<file path="config.mk">
export PLATFORM = sky130hd
export DESIGN_NAME = sonar_filter
export DESIGN_NICKNAME = d
export VERILOG_FILES = /design/src/rtl/sonar_filter.sv
export SDC_FILE = /design/constraint.sdc
export NUM_CORES = 1
export LEC_CHECK = 0
export CORE_ASPECT_RATIO = 0.9
export CORE_MARGIN = 2
export CORE_UTILIZATION = 45
export CTS_CLUSTER_SIZE = 30
export DETAILED_ROUTE_END_ITERATION = 8
export GPL_ROUTABILITY_DRIVEN = 0
export PLACE_DENSITY = 0.67
export SYNTH_ARGS = -nofsm -noshare
export SYNTH_HDL_FRONTEND = slang
export SYNTH_SLANG_ARGS = --single-unit
export TNS_END_PERCENT = 100
</file>
<file path="constraint.sdc">
create_clock -name clk -period 8.8 [get_ports clk]
set_input_delay 1.76 -clock clk [delete_from_list [all_inputs] [get_ports clk]]
set_output_delay 1.76 -clock clk [all_outputs]
set_load 0.02 [all_outputs]
</file>
<file path="src/rtl/sonar_filter.sv">
// Sonar echo post-filter: captures the upstream tick count after each echo falling
// edge, range-checks it, and publishes a 4-sample moving average with a no-data timeout.
module sonar_filter #(
  parameter int unsigned CAPTURE_DELAY = 4,
  parameter int unsigned MIN_VALID     = 100,
  parameter int unsigned MAX_VALID     = 2000000,
  parameter int unsigned TIMEOUT       = 10000000
) (
  input  logic        clk,
  input  logic        rst_n,
  input  logic        echo_in,
  input  logic [31:0] distance_in,
  output logic [31:0] distance_out,
  output logic        valid_out,
  output logic        timeout,
  output logic [15:0] reject_count
);

  localparam int unsigned DW = (CAPTURE_DELAY > 1) ? $clog2(CAPTURE_DELAY) : 1;
  localparam int unsigned TW = $clog2(TIMEOUT + 1);

  typedef enum logic [2:0] {IDLE, SETTLE, CHECK, ACCUM, OUTPUT} state_t;

  state_t        state;
  logic          sync1;
  logic          sync2;
  logic          sync2_prev;
  logic          fall;
  logic [DW-1:0] dly_cnt;
  logic [31:0]   sample;
  logic [31:0]   win [4];
  logic [1:0]    ptr;
  logic [33:0]   sum;
  logic [33:0]   new_sum;
  logic          primed;
  logic [TW-1:0] tmo_cnt;
  logic [TW-1:0] tmo_next;
  logic          tmo_hit;
  logic [15:0]   rej_cnt;
  logic          in_range;

  assign reject_count = rej_cnt;
  assign fall         = sync2_prev & ~sync2;
  assign in_range     = (sample >= MIN_VALID) && (sample <= MAX_VALID);

  always_ff @(posedge clk or negedge rst_n) begin
    if (!rst_n) begin
      sync1      <= 1'b0;
      sync2      <= 1'b0;
      sync2_prev <= 1'b0;
    end else begin
      sync1      <= echo_in;
      sync2      <= sync1;
      sync2_prev <= sync2;
    end
  end

  always_comb begin
    new_sum = {sample, 2'b00};
    if (primed) begin
      new_sum = sum - {2'b00, win[ptr]} + {2'b00, sample};
    end
  end

  always_comb begin
    tmo_next = tmo_cnt;
    if (tmo_cnt != TW'(TIMEOUT)) begin
      tmo_next = tmo_cnt + TW'(1);
    end
    tmo_hit = (tmo_next == TW'(TIMEOUT));
  end

  always_ff @(posedge clk or negedge rst_n) begin
    if (!rst_n) begin
      state        <= IDLE;
      dly_cnt      <= '0;
      sample       <= '0;
      for (int unsigned i = 0; i < 4; i++) begin
        win[i] <= '0;
      end
      ptr          <= '0;
      sum          <= '0;
      primed       <= 1'b0;
      tmo_cnt      <= '0;
      timeout      <= 1'b0;
      rej_cnt      <= '0;
      distance_out <= '0;
      valid_out    <= 1'b0;
    end else begin
      valid_out <= 1'b0;

      // ACCUM wins over a coincident expiry: the counter clears and priming sticks.
      if (state == ACCUM) begin
        tmo_cnt <= '0;
        timeout <= 1'b0;
      end else begin
        tmo_cnt <= tmo_next;
        timeout <= tmo_hit;
        if (tmo_hit) begin
          primed <= 1'b0;
        end
      end

      case (state)
        IDLE: begin
          if (fall) begin
            dly_cnt <= '0;
            state   <= SETTLE;
          end
        end
        SETTLE: begin
          if (dly_cnt == DW'(CAPTURE_DELAY - 1)) begin
            sample <= distance_in;
            state  <= CHECK;
          end else begin
            dly_cnt <= dly_cnt + DW'(1);
          end
        end
        CHECK: begin
          if (in_range) begin
            state <= ACCUM;
          end else begin
            if (rej_cnt != '1) begin
              rej_cnt <= rej_cnt + 16'd1;
            end
            state <= IDLE;
          end
        end
        ACCUM: begin
          if (!primed) begin
            for (int unsigned i = 0; i < 4; i++) begin
              win[i] <= sample;
            end
            ptr <= '0;
          end else begin
            win[ptr] <= sample;
            ptr      <= ptr + 2'd1;
          end
          sum    <= new_sum;
          primed <= 1'b1;
          // Result is registered on entry to OUTPUT so valid_out is high during OUTPUT.
          distance_out <= new_sum[33:2];
          valid_out    <= 1'b1;
          state        <= OUTPUT;
        end
        OUTPUT: begin
          state <= IDLE;
        end
        default: begin
          state <= IDLE;
        end
      endcase
    end
  end

endmodule

</file>
==> results.yml <==
routing:
  vias_per_cell: 5.34
  drt_iter0_drc: 660
  first_pass_iters: 5
  drc: 0
  vias: 9979
  wl_mm: 32.3
  ant_nets: 0
  post_drt_wl_per_cell_um: 17.3
synthesis:
  synth_warnings: 0
  ys.flop_type: "dfrtp_1"
  syn_inst: 1424
  synth-seq-area-share_pct: 44.9
  synth_top_area_share_pct: 44.9
  synth.area.top_cells: "dfrtp_1 (45%), o21ai_0 (6.7%), nand2_1 (6.1%), mux4_2 (5.2%), fa_1 (4.7%)"
  post-synth-top-area-cell: "dfrtp_1"
  syn_area_per_cell_um2: 9.67
  syn_nets: 1533
  syn-cell-area_um2: 13800
  yosysUniqueCellTypes: 70
  async_flop_share_pct: 100
  synth_seq_cells: 247
  synth_edf_count: 0
worst_setup_path:
  cp_max_fo: 32
  path_class: "flip-flop to flip-flop"
  crit_required_ns: 9.20
  cp-end-kind: "flip-flop"
  worst_setup_path_start_kind: "flip-flop"
  worstRegToRegCells: 15
  reg2reg_slack_ns: 4.04
  r2r-start: "ptr[0]"
  arrival_ns: 5.16
  rr_endpoint: "distance_out[30]"
global_route:
  grt_max_degree: 95
  grt_overflow: 0
  grt_use_total_pct: 20.7
  grt_pass1_vias: 10100
  antenna_found_initial: 0
  grt_pass1_wl_mm: 53.5
min_path:
  hold_depth: 0
  hold_path_startpoint: "sync1"
  holdPathEnd: "sync2"
  hold_path_class: "flip-flop to flip-flop"
finish:
  nNetsFinal: 1556
  antenna_cells: 0
  fin_util_pct: 52.1
  syn_to_final_growth_pct: 13.7
  layout-drive-gt1-share_pct: 8.45
sta:
  finalSetupViolations: 0
  final.setup.tns_ns: 0
  hold_viol: 0
  fin_skew_ns: 0.0158
  max_slew_margin_pct: 27.4
  tightest_slew_ns: 1.09
  period_needed_ns: 4.76
  slew_violations: 0
  fmax_mhz: 210
  finalCritPeriodShare_pct: 54.1
  rsz0062_at_grt: "false"
clock_tree:
  path_clk_slew_ns: 0.06
  postCtsSetupRepairBufs: 0
  hold_buffers: 0
  worstSkewPairLatency_ns: 0.54
  cts_tree: "yes"
  clkSinkCount: 247
  clockRootBuffer: "clkbuf_16"
  clockBufferDepth: 3
  cts-buffers-inserted: 27
  htreeDepth: 1
  cts_resized: 0
die:
  pin_count: 85
  num_rows: 60
  die_x_um: 188
  die_y_um: 170
  core_area_um2: 30000
  start_util_pct: 45.8
  dieArea_um2: 32000
flow_run:
  drv_cap: 0
outcome:
  status: "complete, no violations"
placed_design:
  io_buffers: 84
  hpwl_mm: 22.2
==> stage by stage <==
stage | hold slack, ns | instance area [um^2] | setup slack, ns | std cells
after floorplan | 0.331 | 13800 | 4.20 | 1424
after global placement | 0.335 | 14700 | 4.08 | 1821
after detailed placement | 0.335 | 14700 | 4.05 | 1821
after CTS | 0.350 | 15700 | 4.02 | 1870
after global routing | 0.359 | 15700 | 3.72 | 1870
final | 0.348 | 15700 | 4.04 | 1870
==> Yosys cell counts (22+ instances only) <==
cell type and n:
dfrtp_1 247, nand2_1 224, o21ai_0 183, inv_1 147
clkbuf_1 55, nor2_1 45, a21oi_1 43, xnor2_1 43
ha_1 42, buf_4 34, fa_1 32, mux4_2 32
nand3_1 28, xor2_1 25, mux2i_1 22
==> layout make-up <==
type	count	area, um^2
Clock buffer	41	828
Clock inverter	8	93.8
Fill cell	2736	14400
Inverter	149	559
Multi-Input combinational cell	927	6560
Sequential cell	247	6180
Tap cell	403	504
Timing Repair Buffer	95	928
==> critical path, stage by stage, from the launching register on <==
cell and delay (ns):
dfrtp_2 0.46, buf_4 0.57, mux4_2 0.60, fa_1 0.49, inv_1 0.05, ha_1 0.34, a21o_1 0.20, a21o_1 0.18
a21o_1 0.18, a21oi_2 0.30, o2111ai_1 0.29, a311oi_1 0.45, o21ai_1 0.13, xor2_1 0.15, mux2i_1 0.13, o21ai_1 0.07
==> routing by layer <==
metal | GRT usage, % | vias up | share of wire (%)
met3 | 3.09 | 45 | 5.1
li1 | - | 4826 | -
met1 | 29.8 | 4873 | 48
met2 | 33.2 | 235 | 45
met5 | 0 | - | 0
met4 | 4.76 | 0 | 2.1
==> logic make-up after synthesis <==
group	after synthesis	share of synthesized area (%)
AOI/OAI and AO/OA	317	13.0
buffers and inverters	250	7.80
adders and majority gates	74	8.47
DFF	247	44.9
and+or+nand+nor	397	13.2
xor gates and xnor gates	68	4.33
muxes	71	8.23
==> sequential cells by signal (all words and copies together), names as in the netlist, 2 cells and up <==
signal and count:
win 128, dly_cnt 2, tmo_cnt 24, distance_out 32, sample 32, state 3
sum 2, ptr 2, reject_count 16
==> worst max path at each step <==
stage	startpoint	cells after the start	endpoint	slack [ns]
after CTS	ptr[0]	15	distance_out[30]	4.02
after floorplan	ptr[0]	17	distance_out[31]	4.20
after global placement	ptr[0]	15	distance_out[30]	4.08
final	ptr[0]	15	distance_out[30]	4.04
after detailed placement	ptr[0]	15	distance_out[30]	4.05
after global routing	ptr[0]	15	distance_out[30]	3.72
==> placed cells by master, fill, tap and decap left out, types with 7 or more instances in the layout <==
| cell type | count |
|---|---|
| a21o_1 | 14 |
| a21oi_1 | 43 |
| a31oi_1 | 12 |
| and3_1 | 13 |
| buf_4 | 11 |
| clkbuf_16 | 27 |
| clkbuf_8 | 10 |
| clkdlybuf4s50_1 | 83 |
| dfrtp_1 | 245 |
| fa_1 | 32 |
| ha_1 | 42 |
| inv_1 | 147 |
| mux2_2 | 17 |
| mux2i_1 | 22 |
| mux4_2 | 32 |
| nand2_1 | 224 |
| nand3_1 | 28 |
| nand4_1 | 16 |
| nor2_1 | 45 |
| nor2b_1 | 9 |
| nor3_1 | 21 |
| nor4_1 | 7 |
| o21ai_0 | 183 |
| o21ai_1 | 11 |
| or3_1 | 7 |
| xnor2_1 | 43 |
| xor2_1 | 25 |
Power is not shown: default switching activity piles up to over one toggle a cycle in this logic, so the estimate is an artifact.
